### src/rtl/hazard_ctrl.sv
// Decode-stage hazard/sequencing controller: tracks in-flight destination registers,
// interlocks RAW hazards, sequences redirect flushes. Optional macro: HAZARD_FORWARD_EN.
module hazard_ctrl #(
  parameter int NUM_SLOTS    = 3,
  parameter int FLUSH_CYCLES = 1,
  parameter int CNT_WIDTH    = 32
) (
  input  logic                 clk,
  input  logic                 reset,
  input  logic                 dec_valid,
  input  logic [4:0]           dec_rs1_addr,
  input  logic [4:0]           dec_rs2_addr,
  input  logic                 dec_uses_rs1,
  input  logic                 dec_uses_rs2,
  input  logic [4:0]           dec_rd_addr,
  input  logic                 dec_writes_rd,
  input  logic                 dec_is_load,
  input  logic                 pipe_hold,
  input  logic                 ex_redirect,
  output logic                 stall,
  output logic                 insert_nop,
  output logic                 flush,
  output logic                 fetch_stall,
  output logic [CNT_WIDTH-1:0] hazard_cnt
);

  localparam int FW = $clog2(FLUSH_CYCLES + 1);
  localparam logic [FW-1:0] FLUSH_RELOAD = FW'(FLUSH_CYCLES - 1);
`ifdef HAZARD_FORWARD_EN
  localparam bit FWD_EN = 1'b1;
`else
  localparam bit FWD_EN = 1'b0;
`endif

  logic [NUM_SLOTS-1:0]      r_vld;
  logic [NUM_SLOTS-1:0]      r_wr;
  logic [NUM_SLOTS-1:0]      r_ld;
  logic [NUM_SLOTS-1:0][4:0] r_rd;
  logic [FW-1:0]             r_flush_cnt;
  logic [CNT_WIDTH-1:0]      r_hazard_cnt;

  logic [NUM_SLOTS-1:0]      w_slot_hit;
  logic                      w_hazard;
  logic                      w_flush_active;
  logic                      w_bubble;
  logic                      w_issue;

  // With forwarding only a load sitting in slot0 can still be unresolved at use.
  always_comb begin
    w_slot_hit = '0;
    for (int i = 0; i < NUM_SLOTS; i++) begin
      w_slot_hit[i] = r_vld[i] && r_wr[i] && (r_rd[i] != 5'd0) &&
                      ((dec_uses_rs1 && (r_rd[i] == dec_rs1_addr)) ||
                       (dec_uses_rs2 && (r_rd[i] == dec_rs2_addr))) &&
                      (!FWD_EN || ((i == 0) && r_ld[i]));
    end
  end

  assign w_hazard       = dec_valid && (|w_slot_hit);
  assign w_flush_active = ex_redirect || (r_flush_cnt != '0);
  assign w_bubble       = !w_flush_active && !pipe_hold && w_hazard;
  assign w_issue        = !w_flush_active && !w_hazard;

  always_comb begin
    stall       = 1'b0;
    insert_nop  = 1'b0;
    flush       = 1'b0;
    fetch_stall = 1'b0;
    if (reset) begin
      fetch_stall = 1'b1;
    end else if (w_flush_active) begin
      flush = 1'b1;
    end else if (pipe_hold) begin
      stall       = 1'b1;
      fetch_stall = 1'b1;
    end else if (w_hazard) begin
      insert_nop  = 1'b1;
      fetch_stall = 1'b1;
    end
  end

  always_ff @(posedge clk) begin
    if (reset) begin
      r_vld        <= '0;
      r_flush_cnt  <= '0;
      r_hazard_cnt <= '0;
    end else begin
      if (w_flush_active) begin
        r_flush_cnt <= ex_redirect ? FLUSH_RELOAD : r_flush_cnt - FW'(1);
      end
      // A held pipeline keeps its slots, but a flush still kills the decode output.
      if (!pipe_hold) begin
        for (int i = NUM_SLOTS - 1; i > 0; i--) begin
          r_vld[i] <= r_vld[i-1];
        end
        r_vld[0] <= w_issue && dec_valid;
      end else if (w_flush_active) begin
        r_vld[0] <= 1'b0;
      end
      if (w_bubble && (r_hazard_cnt != '1)) begin
        r_hazard_cnt <= r_hazard_cnt + CNT_WIDTH'(1);
      end
    end
  end

  // Slot payload is qualified by r_vld, so it needs no reset.
  always_ff @(posedge clk) begin
    if (!pipe_hold) begin
      for (int i = NUM_SLOTS - 1; i > 0; i--) begin
        r_rd[i] <= r_rd[i-1];
        r_wr[i] <= r_wr[i-1];
        r_ld[i] <= r_ld[i-1];
      end
      r_rd[0] <= dec_rd_addr;
      r_wr[0] <= dec_writes_rd;
      r_ld[0] <= dec_is_load;
    end
  end

  assign hazard_cnt = r_hazard_cnt;

endmodule

### config.mk
export PLATFORM = sky130hd
export DESIGN_NAME = hazard_ctrl
export DESIGN_NICKNAME = d
export VERILOG_FILES = /design/src/rtl/hazard_ctrl.sv
export SDC_FILE = /design/constraint.sdc
export NUM_CORES = 1
export LEC_CHECK = 0
export CORE_MARGIN = 2
export CORE_UTILIZATION = 40
export DETAILED_ROUTE_END_ITERATION = 10
export GPL_TIMING_DRIVEN = 0
export PLACE_DENSITY = 0.73
export SETUP_SLACK_MARGIN = 0.4
export SLEW_MARGIN = 20
export SYNTH_ARGS = -nofsm -noshare
export SYNTH_HDL_FRONTEND = slang
export SYNTH_SLANG_ARGS = --single-unit
### constraint.sdc
create_clock -name clk -period 2.75 [get_ports clk]
set_clock_uncertainty 0.05 [all_clocks]
set_input_delay 0.275 -clock clk [delete_from_list [all_inputs] [get_ports clk]]
set_output_delay 0.275 -clock clk [all_outputs]
set_load 0.1 [all_outputs]
==> results.tsv, run 1 <==
metric	value	unit
Min-Delay Startpoint	r_wr[0]	
Pwr Density	368	mW/mm^2
# IOs	60	
CP Max Fanout	4	
Max IR drop VDD	0.216	mV
clock sink count	54	
vias in the first global route	2463	
total CTS buffers	5	
synth warn	0	
vias	2680	
Worst Setup End Kind	primary output	
dominant synthesized flop cell	dfxtp_1	
Netlist cell types	34	
reg2reg setup slack	190	ps
R2R depth	9	
Root Buffer	clkbuf_8	
row count	30	
global-route wire length before repair	11.7	mm
LEAKAGE	1.37	nW
reg2reg start	r_rd[9]	
status	finished, final reports clean	
gr usage total	0.194	
Setup Crit Path Kind	flip-flop to primary output	
pre-CTS setup slack	-1040	ps
WHS Endpoint	r_wr[1]	
CP arrival	2320	ps
port bufs	57	
Layout fillers	562	
slew of the pin with the lowest slew margin	983	ps
RePlAce Congestion	0.830	
Final Hold Vio Count	0	
R2R Path End	hazard_cnt[11]	
antenna-violating nets left	0	
initial core utilization	0.410	
Hold Crit Class	flip-flop to flip-flop	
Seq/Total Area, Yosys	0.457	
DRT Pass-1 Iters	5	
Cells after Synth	299	
mapped cell area	0.00276	mm^2
combinational power share	0.102	
CTS tree	yes	
Final period util	0.962	
hold depth	0	
DR vias/cell	5.78	
Worst EP required	2420	ps
number of synthesized register bits	54	
initial antenna violation count	0	
DIE AREA	0.00757	mm^2
share of layout cells above drive strength 1	0.268	
maximum clock insertion buffer count	2	
Core ar.	0.00672	mm^2
max-cap viol count	0	
DRC	0	
unrepaired setup endpoints after global routing	yes	
critical path startpoint	r_rd[9]	
final setup margin	103	ps
Post-synth EDFFs	18	
Routed WL	7.77	mm
Net count, final	408	
final worst path period need	2650	ps
number of diodes	0	
clock-pin slew on the worst setup and hold paths	90	ps
die width	87.0	um
H-tree levels	2	
multi-input combinational cell area	0.00159	mm^2
register share of total power	0.586	
Finished Layout Cells	464	
Worst-Skew Late Latency	310	ps
switching power	0.360	mW
Post-DP HPWL	5.13	mm
Synth Net Count	324	
sw frac	0.246	
max-slew violations	0	
Int Power	1.11	mW
DRC marker count from the first detailed-route iteration	197	
crit path launch type	flip-flop	
max_slew headroom	0.343	
Avg Cell Area, Syn	9.22	um^2
Inst Count DP	436	
largest net degree at the start of global routing	21	
Area Growth Syn to Fin	44.5	%
Wirelength per Cell	16.7	um
Pwr Total	1.47	mW
endpoints failing setup	0	
f_max	0.378	GHz
Die Ht	87.0	um
fraction of registers with async set/reset	0	
grt total ovfl	0	
Clock Power Share	0.312	
Reg area	0.00132	mm^2
==> power groups by stage <==
stage          registers, mW  logic [mW]  clock network (mW)
2_1_floorplan          0.871      0.0770                   0
3_3_place_gp           0.876       0.133                   0
3_5_place_dp           0.878       0.136                   0
4_1_cts                0.859       0.138               0.467
5_1_grt                0.861       0.159               0.490
6_report               0.859       0.149               0.458
==> metrics by stage <==
step                cell area [um^2]  utilization  hold slack (ps)  setup TNS [ps]
global route                    3990        0.593              448           -11.7
CTS                             3770        0.561              428               0
floorplan                       2850            -              324               0
detailed placement              3520        0.524              412           -4270
finish                          3990        0.593              437               0
global placement                3520        0.524              388           -3120
==> kinds of logic (layout without fill, tap and decap cells) <==
kind of cell             count (synthesis)  in the layout  share of synthesized area
multiplexers                             8              8                     0.0313
AND/OR/NAND/NOR                        127            127                      0.256
XOR/XNOR                                30             30                     0.0953
adder cells (fa/ha/maj)                  1              1                    0.00454
other                                    1              1                    0.00136
buffers and inverters                   17            102                     0.0290
AO/OA/AOI/OAI                           61             61                      0.125
flip-flops                              54             54                      0.457
==> metal layers <==
layer  vias up  part of all wire  track usage  wire length, um
met1      1289              0.44        0.256             3390
met3        14             0.055       0.0275              431
met5         -                 0            0                0
li1       1274                 -            -                -
met4         0             0.019       0.0611              144
met2       103              0.49        0.327             3800
==> cells in the final DEF, fill, tap and decap left out, types with 4 or more instances in the layout <==
| cell type | n |
|---|---|
| clkdlybuf4s50_1 | 45 |
| xor2_1 | 24 |
| nand3_1 | 21 |
| o21ai_0 | 20 |
| a21oi_1 | 18 |
| or3_1 | 18 |
| dfxtp_2 | 18 |
| edfxtp_1 | 18 |
| nor2_1 | 17 |
| buf_4 | 17 |
| nand4_1 | 15 |
| nand2_1 | 14 |
| dfxtp_4 | 10 |
| a21oi_2 | 9 |
| dfxtp_1 | 8 |
| or4_1 | 7 |
| dlygate4sd2_1 | 7 |
| xnor2_1 | 6 |
| clkbuf_8 | 6 |
| nor4_1 | 4 |
| clkbuf_1 | 4 |
| buf_8 | 4 |
| and3_1 | 4 |
| o31ai_1 | 4 |
| or3_4 | 4 |
==> repair_timing <==
action / 4_1_cts / 5_1_grt
resized for setup: 57 / 28
setup endpoints to repair: 35 / 35
pin swaps: 34 / 34
buffers inserted: 6 / 11
hold buffers: 0 / 0
gates cloned: 0 / 3
==> cells in the mapped netlist (all sizes together) (5+ instances only) <==
| cell type | instances | area [um^2] |
|---|---|---|
| a21oi | 27 | 135 |
| clkbuf | 9 | 33.8 |
| dfxtp | 36 | 721 |
| edfxtp | 18 | 541 |
| mux2 | 5 | 56.3 |
| nand2 | 14 | 52.6 |
| nand3 | 22 | 110 |
| nand4 | 15 | 93.8 |
| nor2 | 19 | 71.3 |
| nor4 | 9 | 68.8 |
| o21ai | 22 | 110 |
| o31ai | 5 | 37.5 |
| or3 | 22 | 138 |
| or4 | 8 | 60.1 |
| xnor2 | 6 | 52.6 |
| xor2 | 24 | 210 |
==> flip-flops by register name, summed over array words and instances, names as in the netlist <==
name / count
r_wr: 3
hazard_cnt: 32
r_rd: 15
r_vld: 3
r_flush_cnt: 1
==> cell type report <==
type                            instances  area share
Buffer                                 13      0.0295
Clock buffer                            7      0.0217
Clock inverter                          1     0.00126
Inverter                                4     0.00471
Multi-Input combinational cell        228       0.398
Sequential cell                        54       0.332
Tap cell                               80      0.0251
Timing Repair Buffer                   76       0.187
Timing Repair inverter                  1     0.00126
==> critical path: stages (launching register included) <==
cell and delay (ps):
edfxtp_1 480, xor2_1 180, nor4_1 280, nand3_1 120, a21o_1 220, a31o_4 250
buf_8 120, buf_8 110, nor2_4 90, buf_12 180
==> how the worst max path moves through the flow <==
| stage | to | cells after the start |
|---|---|---|
| floorplan | insert_nop | 8 |
| global placement | insert_nop | 8 |
| detailed placement | insert_nop | 8 |
| CTS | insert_nop | 9 |
| global route | insert_nop | 9 |
| finish | insert_nop | 9 |
(Power assumes the default switching activity.)
==> run 2, diff against run 1 <==
- CTS_BUF_LIST: unset -> sky130_fd_sc_hd__clkbuf_16
==> results.tsv, run 2 (same netlist as run 1, synthesis figures left out) <==
metric	value	unit
number of diodes	0	
vias	2720	
Max IR drop VDD	0.315	mV
Wirelength per Cell	17.4	um
Pwr Total	1.62	mW
commonest non-fill, non-tap cell in the layout	clkdlybuf4s50_1	
Routed WL	8.06	mm
clock-pin slew on the worst setup and hold paths	70	ps
clock sink count	54	
DIE AREA	0.00757	mm^2
Root Buffer	clkbuf_16	
crit path launch type	flip-flop	
max-cap viol count	0	
Final period util	0.993	
total CTS buffers	5	
CP Max Fanout	4	
worst hold slack	432	ps
RePlAce Congestion	0.830	
Reg area	0.00132	mm^2
Net count, final	406	
Core ar.	0.00672	mm^2
DRC marker count from the first detailed-route iteration	198	
max-slew violations	0	
most frequent cells in the layout	clkdlybuf4s50_1, xor2_1, nand3_1	
status	finished, final reports clean	
H-tree levels	2	
Hold Crit Class	flip-flop to flip-flop	
max reg flops	32	
Area Growth Syn to Fin	48.4	%
share of layout cells above drive strength 1	0.270	
Core Util, Final	0.609	
row count	30	
f_max	0.366	GHz
max_slew headroom	0.343	
Final Hold Vio Count	0	
port bufs	57	
antenna-violating nets left	0	
Setup Crit Path Kind	flip-flop to primary output	
Die Ht	87.0	um
grt total ovfl	0	
vias in the first global route	2608	
Worst Setup End Kind	primary output	
Worst-Skew Late Latency	290	ps
DR vias/cell	5.89	
largest net degree at the start of global routing	16	
Pwr Density	395	mW/mm^2
maximum clock insertion buffer count	2	
Post-DP HPWL	5.13	mm
CTS tree	yes	
slew of the pin with the lowest slew margin	983	ps
LEAKAGE	1.42	nW
CP arrival	2400	ps
global-route wire length before repair	12.4	mm
unrepaired setup endpoints after global routing	yes	
Layout fillers	553	
initial antenna violation count	0	
gr usage total	0.206	
die width	87.0	um
DRT Pass-1 Iters	5	
DRC	0	
multi-input combinational cell area	0.00162	mm^2
Worst EP required	2420	ps
initial core utilization	0.410	
# IOs	60	
endpoints failing setup	0	
final worst path period need	2730	ps
-- run 2: cell count changes in the layout (fill, tap and decap cells not counted), moves of 3 or more --
cell / previous run / this run
mux2_4: 2 / 5
o21ai_0: 20 / 17
dlygate4sd2_1: 7 / 10
buf_8: 4 / 7
clkbuf_16: 2 / 6
mux2_2: 3 / 0
clkbuf_8: 6 / 0
buf_4: 17 / 12
-- run 2: through the flow --
stage	setup WS (ps)	setup TNS (ps)	cells	instance area, um^2
finish	20.2	0	462	4090
detailed placement	-1040	-4270	436	3520
CTS	78.8	0	457	3950
global placement	-1020	-3120	436	3520
floorplan	333	0	299	2850
global route	-38.9	-38.9	462	4090
-- run 2: worst paths after layout --
check / startpoint / end / slack [ps] / cells past startpoint
worst max-delay path: r_rd[3] / insert_nop / 20 / 9
worst min register to register: r_wr[1] / r_wr[2] / 430 / 0
worst max register to register: r_rd[3] / hazard_cnt[10] / 90 / 10
worst min-delay path: r_wr[1] / r_wr[2] / 430 / 0
-- run 2: per-layer routing --
metal | share of wire | global-route usage | up-vias
met5 | 0 | 0 | -
met4 | 0.026 | 0.0838 | 0
met3 | 0.058 | 0.0303 | 22
met2 | 0.49 | 0.337 | 124
met1 | 0.43 | 0.272 | 1294
li1 | - | - | 1280
-- run 2: what timing repair did --
item,4_1_cts,5_1_grt
hold buffers,0,0
pin swaps,54,14
setup buffers,9,5
hold endpoints to repair,0,0
cloned,4,0
setup endpoints to repair,36,35
resized for setup,71,31
-- run 2: area by class of cell --
cell class,count,share of cell area
multi-input combinational,228,0.396
sequential,54,0.323
timing repair buffer,74,0.188
clock buffer,5,0.0306
buffer,13,0.0300
tap,80,0.0245
inverter,4,0.00459
clock inverter,3,0.00306
timing repair inverter,1,0.00122
-- run 2: power by group --
part	internal, mW	leakage (nW)	total [mW]	switching, mW
Sequential	0.838	0.484	0.860	0.0226
Combinational	0.0668	0.856	0.153	0.0861
Clock	0.331	0.0751	0.603	0.272
Total	1.24	1.42	1.62	0.381
-- run 2: worst max-delay path, cell delays in order (launching register included) --
cell      delay, ps
edfxtp_1        450
xor2_1          170
nor4_1          370
nand3_1         170
a21o_1          210
a31o_4          240
buf_8           120
buf_8           110
nor2_4           90
buf_12          180
==> run 3, diff against run 2 <==
- GPL_ROUTABILITY_DRIVEN: unset -> 0
==> results of run 3 <==
Same layout as run 2: the final DEF is identical, and so are final timing and power.
